**src/rtl/tetris_stats_pkg.sv**
```systemverilog
// ----------------------------------------------------------------------------
// tetris_stats_pkg
// Shared definitions for the game-statistics writer: BCD digit geometry,
// points table, FSM state encoding and small helper functions.
// ----------------------------------------------------------------------------
package tetris_stats_pkg;

    localparam int unsigned BCD_DIGIT_WIDTH = 4;
    localparam int unsigned NUMBER_LEN      = 6;
    localparam int unsigned DIGIT_IDX_W     = $clog2(NUMBER_LEN);

    // Digit 0 is the least significant digit.
    typedef logic [NUMBER_LEN-1:0][BCD_DIGIT_WIDTH-1:0] bcd_num_t;

    localparam bcd_num_t BCD_ZERO = 24'h000000;
    localparam bcd_num_t BCD_ONE  = 24'h000001;
    localparam bcd_num_t BCD_MAX  = 24'h999999;

    localparam bcd_num_t POINTS_1 = 24'h000100;
    localparam bcd_num_t POINTS_2 = 24'h000300;
    localparam bcd_num_t POINTS_3 = 24'h000500;
    localparam bcd_num_t POINTS_4 = 24'h000800;

    typedef enum logic [1:0] {
        StIdle,
        StAddLines,
        StAddScore,
        StCommit
    } state_e;

    function automatic logic is_legal(input logic [2:0] n);
        return (n >= 3'd1) && (n <= 3'd4);
    endfunction

    // Points added per level pass; illegal counts score nothing.
    function automatic bcd_num_t points_for(input logic [2:0] n);
        case (n)
            3'd1:    return POINTS_1;
            3'd2:    return POINTS_2;
            3'd3:    return POINTS_3;
            3'd4:    return POINTS_4;
            default: return BCD_ZERO;
        endcase
    endfunction

endpackage

```
**src/rtl/tetris_stats_if.sv**
```systemverilog
// ----------------------------------------------------------------------------
// tetris_stats_if
// Line-clear event handshake from the game FSM (master) to the statistics
// writer (slave).
//   lines_valid    master -> slave  event valid
//   lines_cleared  master -> slave  rows cleared by the event (1..4 legal)
//   lines_ready    slave  -> master writer idle, event accepted when valid
// ----------------------------------------------------------------------------
interface tetris_stats_if;

    logic       lines_valid;
    logic [2:0] lines_cleared;
    logic       lines_ready;

    modport master (
        output lines_valid,
        output lines_cleared,
        input  lines_ready
    );

    modport slave (
        input  lines_valid,
        input  lines_cleared,
        output lines_ready
    );

endinterface

```
**src/rtl/tetris_stats_bcd_digit_add.sv**
```systemverilog
// ----------------------------------------------------------------------------
// tetris_stats_bcd_digit_add
// Combinational single-digit BCD adder.
//   i_a, i_b  BCD digit operands
//   i_cin     carry in
//   o_s       BCD sum digit
//   o_cout    decimal carry out
// ----------------------------------------------------------------------------
module tetris_stats_bcd_digit_add
    import tetris_stats_pkg::*;
(
    input  logic [BCD_DIGIT_WIDTH-1:0] i_a,
    input  logic [BCD_DIGIT_WIDTH-1:0] i_b,
    input  logic                       i_cin,
    output logic [BCD_DIGIT_WIDTH-1:0] o_s,
    output logic                       o_cout
);

    logic [BCD_DIGIT_WIDTH:0] w_sum;

    always_comb begin
        w_sum = {1'b0, i_a} + {1'b0, i_b} + {{BCD_DIGIT_WIDTH{1'b0}}, i_cin};
        if (w_sum > 5'd9) begin
            // +6 skips the six unused binary codes; the wrap drops bit 4.
            o_s    = w_sum[BCD_DIGIT_WIDTH-1:0] + 4'd6;
            o_cout = 1'b1;
        end else begin
            o_s    = w_sum[BCD_DIGIT_WIDTH-1:0];
            o_cout = 1'b0;
        end
    end

endmodule

```
**src/rtl/tetris_stats.sv**
```systemverilog
// ----------------------------------------------------------------------------
// tetris_stats
// Score / lines / level writer for the on-screen text renderer. Line-clear
// events update private working copies digit-serially through one shared
// BCD digit adder; all three displayed counters change on a single edge.
//   clk_i       system clock
//   rst_i       asynchronous active-high reset
//   new_game_i  synchronous clear, highest priority
//   lines_if    line-clear event handshake (slave side)
//   gd_score_o  score, BCD
//   gd_lines_o  total cleared lines, BCD
//   gd_level_o  current level, BCD
// ----------------------------------------------------------------------------
module tetris_stats
    import tetris_stats_pkg::*;
#(
    parameter int unsigned LEVEL_MAX = 15
) (
    input  logic          clk_i,
    input  logic          rst_i,
    input  logic          new_game_i,
    tetris_stats_if.slave lines_if,
    output bcd_num_t      gd_score_o,
    output bcd_num_t      gd_lines_o,
    output bcd_num_t      gd_level_o
);

    localparam int unsigned LVL_W = $clog2(LEVEL_MAX + 1);

    state_e                 r_state;
    bcd_num_t               r_score;
    bcd_num_t               r_lines;
    bcd_num_t               r_level;
    bcd_num_t               r_wk_score;
    bcd_num_t               r_wk_lines;
    logic [LVL_W-1:0]       r_level_bin;
    logic [LVL_W-1:0]       r_pass;
    logic [2:0]             r_n;
    logic [DIGIT_IDX_W-1:0] r_digit;
    logic                   r_carry;
    logic                   r_lvl_up;

    bcd_num_t                   w_pts;
    logic [BCD_DIGIT_WIDTH-1:0] w_a;
    logic [BCD_DIGIT_WIDTH-1:0] w_b;
    logic [BCD_DIGIT_WIDTH-1:0] w_s;
    logic                       w_cout;
    logic                       w_last_digit;

    assign w_pts        = points_for(r_n);
    assign w_last_digit = (r_digit == DIGIT_IDX_W'(NUMBER_LEN - 1));

    // Digit mux sharing the adder between the lines and score phases.
    always_comb begin
        w_a = r_wk_score[r_digit];
        w_b = w_pts[r_digit];
        if (r_state == StAddLines) begin
            w_a = r_wk_lines[r_digit];
            w_b = (r_digit == '0) ? {1'b0, r_n} : 4'd0;
        end
    end

    tetris_stats_bcd_digit_add u_digit_add (
        .i_a    (w_a),
        .i_b    (w_b),
        .i_cin  (r_carry),
        .o_s    (w_s),
        .o_cout (w_cout)
    );

    always_ff @(posedge clk_i or posedge rst_i) begin
        if (rst_i) begin
            r_state     <= StIdle;
            r_score     <= BCD_ZERO;
            r_lines     <= BCD_ZERO;
            r_level     <= BCD_ONE;
            r_level_bin <= LVL_W'(1);
            r_wk_score  <= BCD_ZERO;
            r_wk_lines  <= BCD_ZERO;
            r_pass      <= '0;
            r_n         <= 3'd0;
            r_digit     <= '0;
            r_carry     <= 1'b0;
            r_lvl_up    <= 1'b0;
        end else if (new_game_i) begin
            r_state     <= StIdle;
            r_score     <= BCD_ZERO;
            r_lines     <= BCD_ZERO;
            r_level     <= BCD_ONE;
            r_level_bin <= LVL_W'(1);
            r_wk_score  <= BCD_ZERO;
            r_wk_lines  <= BCD_ZERO;
            r_pass      <= '0;
            r_n         <= 3'd0;
            r_digit     <= '0;
            r_carry     <= 1'b0;
            r_lvl_up    <= 1'b0;
        end else begin
            case (r_state)
                StIdle: begin
                    if (lines_if.lines_valid) begin
                        r_wk_score <= r_score;
                        r_wk_lines <= r_lines;
                        r_n        <= lines_if.lines_cleared;
                        r_digit    <= '0;
                        r_pass     <= '0;
                        r_carry    <= 1'b0;
                        // Crossing a multiple of ten is visible from digit 0 alone.
                        r_lvl_up   <= is_legal(lines_if.lines_cleared) &&
                                      (({1'b0, r_lines[0]} +
                                        {2'b00, lines_if.lines_cleared}) >= 5'd10);
                        r_state    <= is_legal(lines_if.lines_cleared) ? StAddLines
                                                                       : StCommit;
                    end
                end
                StAddLines: begin
                    r_wk_lines[r_digit] <= w_s;
                    if (w_last_digit) begin
                        if (w_cout) begin
                            r_wk_lines <= BCD_MAX;
                        end
                        r_digit <= '0;
                        r_carry <= 1'b0;
                        r_state <= StAddScore;
                    end else begin
                        r_digit <= r_digit + DIGIT_IDX_W'(1);
                        r_carry <= w_cout;
                    end
                end
                StAddScore: begin
                    r_wk_score[r_digit] <= w_s;
                    if (w_last_digit) begin
                        r_digit <= '0;
                        r_carry <= 1'b0;
                        if (w_cout) begin
                            // Saturated: further passes cannot change the value.
                            r_wk_score <= BCD_MAX;
                            r_state    <= StCommit;
                        end else if (r_pass == r_level_bin - LVL_W'(1)) begin
                            r_state <= StCommit;
                        end else begin
                            r_pass <= r_pass + LVL_W'(1);
                        end
                    end else begin
                        r_digit <= r_digit + DIGIT_IDX_W'(1);
                        r_carry <= w_cout;
                    end
                end
                StCommit: begin
                    r_score <= r_wk_score;
                    r_lines <= r_wk_lines;
                    if (r_lvl_up && (r_level_bin < LVL_W'(LEVEL_MAX))) begin
                        r_level_bin <= r_level_bin + LVL_W'(1);
                        if (r_level[0] == 4'd9) begin
                            r_level[0] <= 4'd0;
                            r_level[1] <= r_level[1] + 4'd1;
                        end else begin
                            r_level[0] <= r_level[0] + 4'd1;
                        end
                    end
                    r_state <= StIdle;
                end
                default: r_state <= StIdle;
            endcase
        end
    end

    assign lines_if.lines_ready = (r_state == StIdle);
    assign gd_score_o           = r_score;
    assign gd_lines_o           = r_lines;
    assign gd_level_o           = r_level;

endmodule
```
**src/flat_wrapper.sv**
```systemverilog
// flat-port wrapper written by rule: the top's interface ports become plain ports
module tetris_stats_flat import tetris_stats_pkg::*;
#(
    parameter int unsigned LEVEL_MAX = 15
)
  (clk_i, rst_i, new_game_i, gd_score_o, gd_lines_o, gd_level_o, lines_if_lines_valid, lines_if_lines_cleared, lines_if_lines_ready);
  tetris_stats_if lines_if_i ();
  input  logic clk_i;
  input  logic rst_i;
  input  logic new_game_i;
  output bcd_num_t gd_score_o;
  output bcd_num_t gd_lines_o;
  output bcd_num_t gd_level_o;
  input wire logic [$bits(lines_if_i.lines_valid)-1:0] lines_if_lines_valid;
  input wire logic [$bits(lines_if_i.lines_cleared)-1:0] lines_if_lines_cleared;
  output wire logic [$bits(lines_if_i.lines_ready)-1:0] lines_if_lines_ready;
  assign lines_if_i.lines_valid = lines_if_lines_valid;
  assign lines_if_i.lines_cleared = lines_if_lines_cleared;
  assign lines_if_lines_ready = lines_if_i.lines_ready;
  tetris_stats #(.LEVEL_MAX(LEVEL_MAX)) u_core (.clk_i(clk_i), .rst_i(rst_i), .new_game_i(new_game_i), .lines_if(lines_if_i), .gd_score_o(gd_score_o), .gd_lines_o(gd_lines_o), .gd_level_o(gd_level_o));
endmodule
```
**config.mk**
```make
export PLATFORM = sky130hd
export DESIGN_NAME = tetris_stats_flat
export DESIGN_NICKNAME = d
export VERILOG_FILES = /design/src/rtl/tetris_stats_pkg.sv /design/src/rtl/tetris_stats_if.sv /design/src/rtl/tetris_stats_bcd_digit_add.sv /design/src/rtl/tetris_stats.sv /design/src/flat_wrapper.sv
export SDC_FILE = /design/constraint.sdc
export NUM_CORES = 1
export LEC_CHECK = 0
export CAP_MARGIN = 20
export CORE_MARGIN = 2
export CORE_UTILIZATION = 50
export CTS_CLUSTER_DIAMETER = 50
export DETAILED_ROUTE_END_ITERATION = 8
export DONT_BUFFER_PORTS = 1
export PLACE_DENSITY = 0.67
export SYNTH_ARGS = -nofsm -noshare
export SYNTH_HDL_FRONTEND = slang
export SYNTH_SLANG_ARGS = --single-unit
```
**constraint.sdc**
```tcl
create_clock -name clk_i -period 5.28 [get_ports clk_i]
set_input_delay 0 -clock clk_i [delete_from_list [all_inputs] [get_ports clk_i]]
set_output_delay 0 -clock clk_i [all_outputs]
set_load 0.01 [all_outputs]
```
==> reports/metrics.yaml, run 1 <==
power:
  swShare_pct: 41.2
  ir_drop_mv: 0.278
  leakage_nw: 3.47
  pwr-share-comb_pct: 38.0
  powerDensity_mw_per_mm2: 446
  p_switching_mw: 1.49
  internal_power_mw: 2.13
  power.share.clock_pct: 29.4
  pwr-share-seq_pct: 32.7
grt:
  grt_pass1_vias: 6067
  globalRoute.busiestLayer: "met2"
  grt_max_degree: 94
  grt_overflow: 0
  grtUsageTotal_pct: 26.9
  antenna_found_initial: 0
  grtUsageMet3_pct: 6.93
  met2_usage_pct: 40.5
  grt_pass1_wl_um: 33200
  grt.met1_usage_pct: 36.0
critical_path:
  rrSetupSlack_ns: 0.41
  crit_required_ns: 5.59
  crit_arrival_ns: 5.18
  cp_max_fo: 21
  critPathCaptureType: "register"
  rr_startpoint: "u_core.r_digit[2]"
  path_class: "register to register"
  reg2reg_depth: 11
  critPathLaunchType: "register"
  regToRegEndpoint: "u_core.r_wk_lines[17]"
clocking:
  cts-root-buf: "clkbuf_16"
  clk_latency_ns: 0.44
  clk_pin_slew_ns: 0.06
  cts_buffer_depth: 2
  cts_tree: "built"
  cts_made_buffers: 17
  htreeDepth: 4
  cts_sinks: 122
  postCtsSetupBuffers: 0
hold_path:
  hold_class: "input pin to register"
  hold_end: "u_core.r_n[2]"
  hold_depth: 3
  min-delay-start: "lines_if_lines_valid"
timing:
  finalCriticalPeriod_ns: 4.87
  fin_crit_sh_pct: 92.2
  rsz0062_at_grt: "false"
  tightest_slew_ns: 1.12
  hold_ws_ns: 0.0313
  drv_slew: 0
  setup_viol: 0
  max_freq_mhz: 205
  slew-limit-headroom_pct: 25.1
  fin_tns_setup_ns: 0
  skew_ns: 0.0127
  finalHoldViolations: 0
finish:
  final_nets: 793
  antenna_cells: 0
  drive_above_1_share_pct: 12.3
  layoutNonFillerInstCount: 962
  final_util_pct: 56.1
  area.growth.synth_to_final_pct: 10.1
  design_area_mm2: 0.00812
place:
  place_congestion: 0.995
  hpwl_um: 14000
  place_area_mm2: 0.00745
  dp.cells: 918
  place.port_buffers: 0
synth:
  yosysWarnings: 0
  synth-main-ff-cell: "dfrtp_1"
  avgSynthCellArea_um2: 9.58
  async_flop_share_pct: 100
  synthesis.area_mm2: 0.00737
  synth_edf_count: 0
  syn_inst: 770
  yosysSeqAreaShare_pct: 41.4
  synth_cell_type_count: 76
  ys_ff_latch: 122
die:
  dieArea_mm2: 0.0157
  core_region_area_mm2: 0.0145
  fp.dieW_um: 125
  initial_core_util_pct: 50.9
  die_h_um: 125
  placement_rows: 44
  pin_count: 80
routing:
  post_drt_wl_per_cell_um: 21.4
  num_vias: 6145
  ant_nets: 0
  post-route-drc-count: 0
  dr.pass1.iters: 5
  drt_wl_total_um: 20600
  drt_iter0_markers: 635
  routed_via_density: 6.39
job:
  cap_violations: 0
status:
  status: "finished, final reports clean"
-- kinds of logic after synthesis --
kind of cell	share of synthesized area, %
compound gates	21.1
other cells	0.0509
flops	41.4
buf+inv	5.23
fa+ha+maj	3.70
xor+xnor	2.32
mux	11.7
simple gates	14.5
-- per-layer routing --
layer  part of all wire (%)  up-vias
li1                       -     2763
met1                     41     2988
met2                     45      321
met3                    9.2       73
met4                    4.3        0
met5                      0        -
-- critical path: stages (launching register included) --
cell	delay, ns
dfrtp_1	0.64
and2_1	0.53
a221o_1	0.25
a21bo_2	0.13
o221ai_1	0.14
fa_1	0.47
fa_1	0.48
xor2_2	0.24
and2_1	0.22
o21ai_2	0.88
a21oi_1	0.34
a311o_1	0.43
-- synth_stat cells (all sizes together) (4+ instances only) --
| cell | instances | share of area, % |
|---|---|---|
| nor2 | 119 | 6.1 |
| ha | 17 | 2.9 |
| a311o | 4 | 0.54 |
| a211oi | 12 | 1.2 |
| a21oi | 35 | 2.5 |
| nand3 | 9 | 0.61 |
| nand2 | 52 | 2.7 |
| and3 | 8 | 0.68 |
| nor3 | 16 | 1.1 |
| o31ai | 8 | 0.81 |
| nand2b | 6 | 0.51 |
| a31oi | 6 | 0.51 |
| o21a | 7 | 0.73 |
| nand3b | 4 | 0.58 |
| and2 | 4 | 0.34 |
| xor2 | 10 | 1.3 |
| mux4 | 10 | 3.1 |
| o211ai | 14 | 1.5 |
| nor2b | 4 | 0.37 |
| buf | 37 | 2.9 |
| mux2i | 60 | 8.3 |
| o22ai | 6 | 0.59 |
| dfrtp | 120 | 41 |
| a2111oi | 9 | 1.8 |
| inv | 16 | 0.81 |
| clkbuf | 28 | 1.4 |
| o21ai | 75 | 5.2 |
| o221ai | 5 | 0.59 |
| xnor2 | 7 | 1.0 |
| a221oi | 10 | 1.5 |
-- cells in the final DEF (no fill, tap or decap), types with 4 or more instances in the layout --
master	count
nand2b_1	6
mux2i_1	59
a311o_1	4
xor2_1	9
dlygate4sd3_1	11
o211ai_1	13
xnor2_1	5
nand3_1	9
nor2_1	119
o21a_1	6
o22ai_1	5
a31oi_1	6
clkinv_2	4
o21ai_0	56
a21oi_1	34
a2111oi_2	9
o21ai_1	16
and2_1	4
mux4_2	10
a211oi_1	12
clkbuf_16	17
a221oi_1	6
nor3_1	16
and3_1	8
conb_1	16
buf_4	14
ha_1	16
a221oi_2	4
o221ai_1	5
nand2_1	50
inv_1	15
dfrtp_1	120
clkinvlp_4	6
o31ai_1	8
-- power by group through the flow --
stage	combinational, mW	clock (mW)	sequential (mW)
4_1_cts	1.35	1.07	1.18
6_report	1.38	1.06	1.18
3_3_place_gp	1.30	0	1.19
3_5_place_dp	1.32	0	1.19
5_1_grt	1.49	1.11	1.19
2_1_floorplan	1.04	0	1.13
-- metrics by stage --
step,setup WS [ns],power (mW)
CTS,0.491,3.59
floorplan,1.48,2.17
finish,0.410,3.62
global placement,0.691,2.49
global route,0.182,3.79
detailed placement,0.485,2.51
-- area by class of cell --
cell class / instances / area [um2]
clock buffer: 20 / 457
clock inverter: 11 / 73.8
fill: 1263 / 6360
inverter: 17 / 66.3
multi-input combinational: 581 / 3990
sequential: 122 / 3060
tap: 184 / 230
timing repair buffer: 27 / 248
-- registers in the layout, summed over array words and instances, names as in the netlist --
| signal | flops |
|---|---|
| u_core.r_carry | 1 |
| u_core.r_level_bin | 4 |
| u_core.r_n | 3 |
| u_core.r_lvl_up | 1 |
| u_core.r_wk_score | 24 |
| u_core.gd_level_o | 8 |
| u_core.r_state | 2 |
| u_core.gd_score_o | 24 |
| u_core.r_digit | 3 |
| u_core.gd_lines_o | 24 |
| u_core.r_wk_lines | 24 |
| u_core.r_pass | 4 |
-- worst max-delay path by stage --
stage                     slack (ns)                    end  cells after the start               from
after floorplan                 1.48   u_core.r_wk_lines[3]                     14  u_core.r_digit[0]
after global placement          0.69   u_core.r_wk_lines[5]                     12  u_core.r_digit[0]
after detailed placement        0.48  u_core.r_wk_lines[17]                     12  u_core.r_digit[0]
after CTS                       0.49  u_core.r_wk_lines[17]                     12  u_core.r_digit[0]
after global routing            0.18  u_core.r_wk_lines[17]                     12  u_core.r_digit[0]
final                           0.41  u_core.r_wk_lines[17]                     11  u_core.r_digit[2]
-- what timing repair did --
item,in CTS,in global routing
hold buffers,12,0
gates resized for setup,0,0
hold endpoints to repair,162,0
Note: power is estimated with default switching activity, not from simulation.
==> run 2, diff against run 1 <==
- ABC_AREA: not set -> 1
==> run 2 against run 1 <==
Critical path depth grew 6. Via count grew 3.7%. Routed wire length fell by 2.6%. Sequential power grew 11%. Synthesized cell count grew 23%. Sequential share of layout area rose by 1.2 points. Final area shrank 3.0%. Register-to-register slack better by 0.52 ns. Hold slack hardly changed.
==> reports/metrics.yaml, run 2 <==
timing:
  fin_crit_sh_pct: 82.5  # -9.8 points
  rsz0062_at_grt: "false"
  drv_slew: 0  # unchanged
  max_freq_mhz: 230  # +12%
  setup_viol: 0  # unchanged
  skew_ns: 0.00889  # -0.00380 ns
  finalCriticalPeriod_ns: 4.35  # -0.516 ns
  fin_tns_setup_ns: 0  # unchanged
  slew-limit-headroom_pct: 35.2  # +10 points
  finalHoldViolations: 0  # unchanged
  tightest_slew_ns: 0.972  # -0.151 ns
job:
  cap_violations: 0  # unchanged
synth:
  synthesis.area_mm2: 0.00722  # -2.2%
  synthAdderAreaFrac_pct: 3.78  # +0.081 points
  synth_cell_type_count: 48  # -37%
  synth_top_family_by_area: "simple AND/OR/NAND/NOR gates"
  synthSimpleGateAreaFrac_pct: 21.4  # +6.9 points
  async_flop_share_pct: 100  # unchanged
  ys_ff_latch: 122  # unchanged
  synth.largest_area_cell: "dfrtp_1"
  synth_compound_area_share_pct: 19.0  # -2.1 points
  yosys.cell_count.top_type: "nand2_1"
  avgSynthCellArea_um2: 7.64  # -20%
  synth-main-ff-cell: "dfrtp_1"
  synth_top_cell_area_share_pct: 41.6  # +0.90 points
  syn_inst: 944  # +23%
  yosysWarnings: 0  # unchanged
  ys_top_cells_by_count: "182 x nand2_1, 130 x inv_1, 120 x dfrtp_1, 87 x a21oi_1, 80 x nor2_1"
  yosysSeqAreaShare_pct: 42.3  # +0.91 points
  synth_edf_count: 0  # unchanged
  synthXorXnorAreaFrac_pct: 1.09  # -1.2 points
  synth.area.top_cells: "dfrtp_1 42%, nand2_1 9.5%, inv_1 6.8%, a21oi_1 6.0%, o21ai_0 4.8%"
  synth_mux_area_share_pct: 0  # -12 points
clocking:
  cts-root-buf: "clkbuf_16"
  clk_pin_slew_ns: 0.05  # about the same
  cts_made_buffers: 17  # unchanged
  cts_tree: "built"
  postCtsSetupBuffers: 0  # unchanged
  cts_buffer_depth: 2  # unchanged
  cts_sinks: 122  # unchanged
  htreeDepth: 4  # unchanged
  clk_latency_ns: 0.43  # about the same
  post_cts_resized: 0  # unchanged
finish:
  final_util_pct: 56.3  # +0.20 points
  area.growth.synth_to_final_pct: 9.14
  drive_above_1_share_pct: 8.36  # -4.0 points
  antenna_cells: 0  # unchanged
  design_area_mm2: 0.00788  # -3.0%
  layout_common_cells: "182 x nand2_1, 129 x inv_1, 120 x dfrtp_1"
  final_nets: 959  # +21%
  final_common_cell: "nand2_1"
grt:
  grt_max_degree: 66  # -30%
  grt_overflow: 0  # unchanged
  grt_pass1_wl_um: 31800  # -4.3%
  antenna_found_initial: 0  # unchanged
  grt_pass1_vias: 5853  # -3.5%
  grtUsageTotal_pct: 27.4  # +0.43 points
hold_path:
  hold_class: "input pin to register"
  hold_depth: 3  # unchanged
critical_path:
  crit_required_ns: 5.60  # about the same
  crit_arrival_ns: 4.67  # -0.51 ns
  reg2reg_depth: 17  # +6
  path_class: "register to register"
  critPathLaunchType: "register"
  cp_max_fo: 15  # -29%
  critPathCaptureType: "register"
die:
  dieArea_mm2: 0.0154  # -2.1%
  pin_count: 80  # unchanged
  core_region_area_mm2: 0.0140  # -3.4%
  initial_core_util_pct: 51.6  # +0.65 points
  fp.dieW_um: 124  # -1.0%
  die_h_um: 124  # -1.0%
  placement_rows: 43  # -2.3%
routing:
  ant_nets: 0  # unchanged
  dr.pass1.iters: 5  # unchanged
  num_vias: 6371  # +3.7%
  drt_wl_total_um: 20100  # -2.6%
  routed_via_density: 5.66  # -11%
  drt_iter0_markers: 604  # -4.9%
  post_drt_wl_per_cell_um: 17.9  # -17%
  post-route-drc-count: 0  # unchanged
place:
  place.port_buffers: 0  # unchanged
  hpwl_um: 13800  # -1.6%
  place_area_mm2: 0.00720  # -3.4%
  place_congestion: 0.941  # -5.4%
status:
  status: "finished, final reports clean"
power:
  ir_drop_mv: 0.245  # -12%
  leakage_nw: 3.67  # +5.7%
  finalPower_mw: 4.57  # +26%
  powerDensity_mw_per_mm2: 580  # +30%
==> run 2: changes by cell type after synthesis, sizes merged, moves of 9 or more <==
cell and change:
mux2i -60, a21oi +53, inv +125, o22ai +36
a221oi -9, nand2 +140, mux4 -10, clkbuf -13
a2111oi -9, nand3 +49, o211ai -10, nor2 -33
a211oi -12
==> run 2: worst max-delay path, stage by stage, from the launching register on <==
cell and delay [ns]:
dfrtp_1 0.46, inv_2 0.10, nand2_2 0.19, nor2_1 0.69
inv_1 0.27, nor2_1 0.24, a21oi_1 0.13, fa_1 0.42
fa_1 0.59, nand3_2 0.11, nand3_2 0.14, nand2_4 0.14
nand2_1 0.23, nand3_1 0.19, nand2_1 0.13, nand2_1 0.08
nand2_1 0.07, nand2_1 0.04
==> run 2: cell families after synthesis <==
kind of cell | count (synthesis)
compound gates | 239
xor+xnor | 9
fa+ha+maj | 20
buf+inv | 200
flops | 122
other cells | 1
simple gates | 353
==> run 2: worst paths after layout <==
kind | to | start | slack, ns
worst max-delay path | u_core.r_wk_lines[1] | u_core.r_digit[0] | 0.93
worst min-delay path | u_core.gd_level_o[7] | new_game_i | 0.03
worst max register to register | u_core.r_wk_lines[1] | u_core.r_digit[0] | 0.93
worst min register to register | u_core.r_wk_lines[9] | u_core.r_wk_lines[9] | 0.48
max in group asynchronous | u_core.gd_score_o[14] | rst_i | 3.81
min in group asynchronous | u_core.r_wk_score[23] | rst_i | 0.18
==> run 2: timing repair <==
action / 4_1_cts / 5_1_grt
hold buffers: 6 / 0
hold endpoints to repair: 103 / 0
endpoints found under the setup margin: 0 / 0
==> run 2: final cells by class <==
class | instances | area [um2]
well taps | 180 | 225
repair buffers | 12 | 105
clock inverters | 12 | 173
clock buffers | 20 | 447
inverters | 142 | 541
multi-input cells | 637 | 3330
flip-flops and latches | 122 | 3060
fillers | 1303 | 6110
==> run 2: power breakdown <==
group	internal [mW]	switching, mW
clock	0.798	0.434
combinational	0.579	1.45
sequential	1.12	0.186
total	2.50	2.07
==> run 2: layer usage <==
metal	track usage, %	vias to the layer above	routed length (um)
met5	0	-	0
met4	9.90	0	464
met3	4.90	34	1380
met2	41.6	274	9200
met1	39.2	3005	9050
li1	-	3058	-
==> run 2: through the flow <==
stage               hold slack (ns)  instances  setup slack [ns]
floorplan                     0.121        959              2.04
global placement             0.0532       1087             0.984
detailed placement           0.0539       1087              1.02
CTS                          0.0228       1125             0.997
global route                 0.0494       1125             0.690
finish                       0.0314       1125             0.926
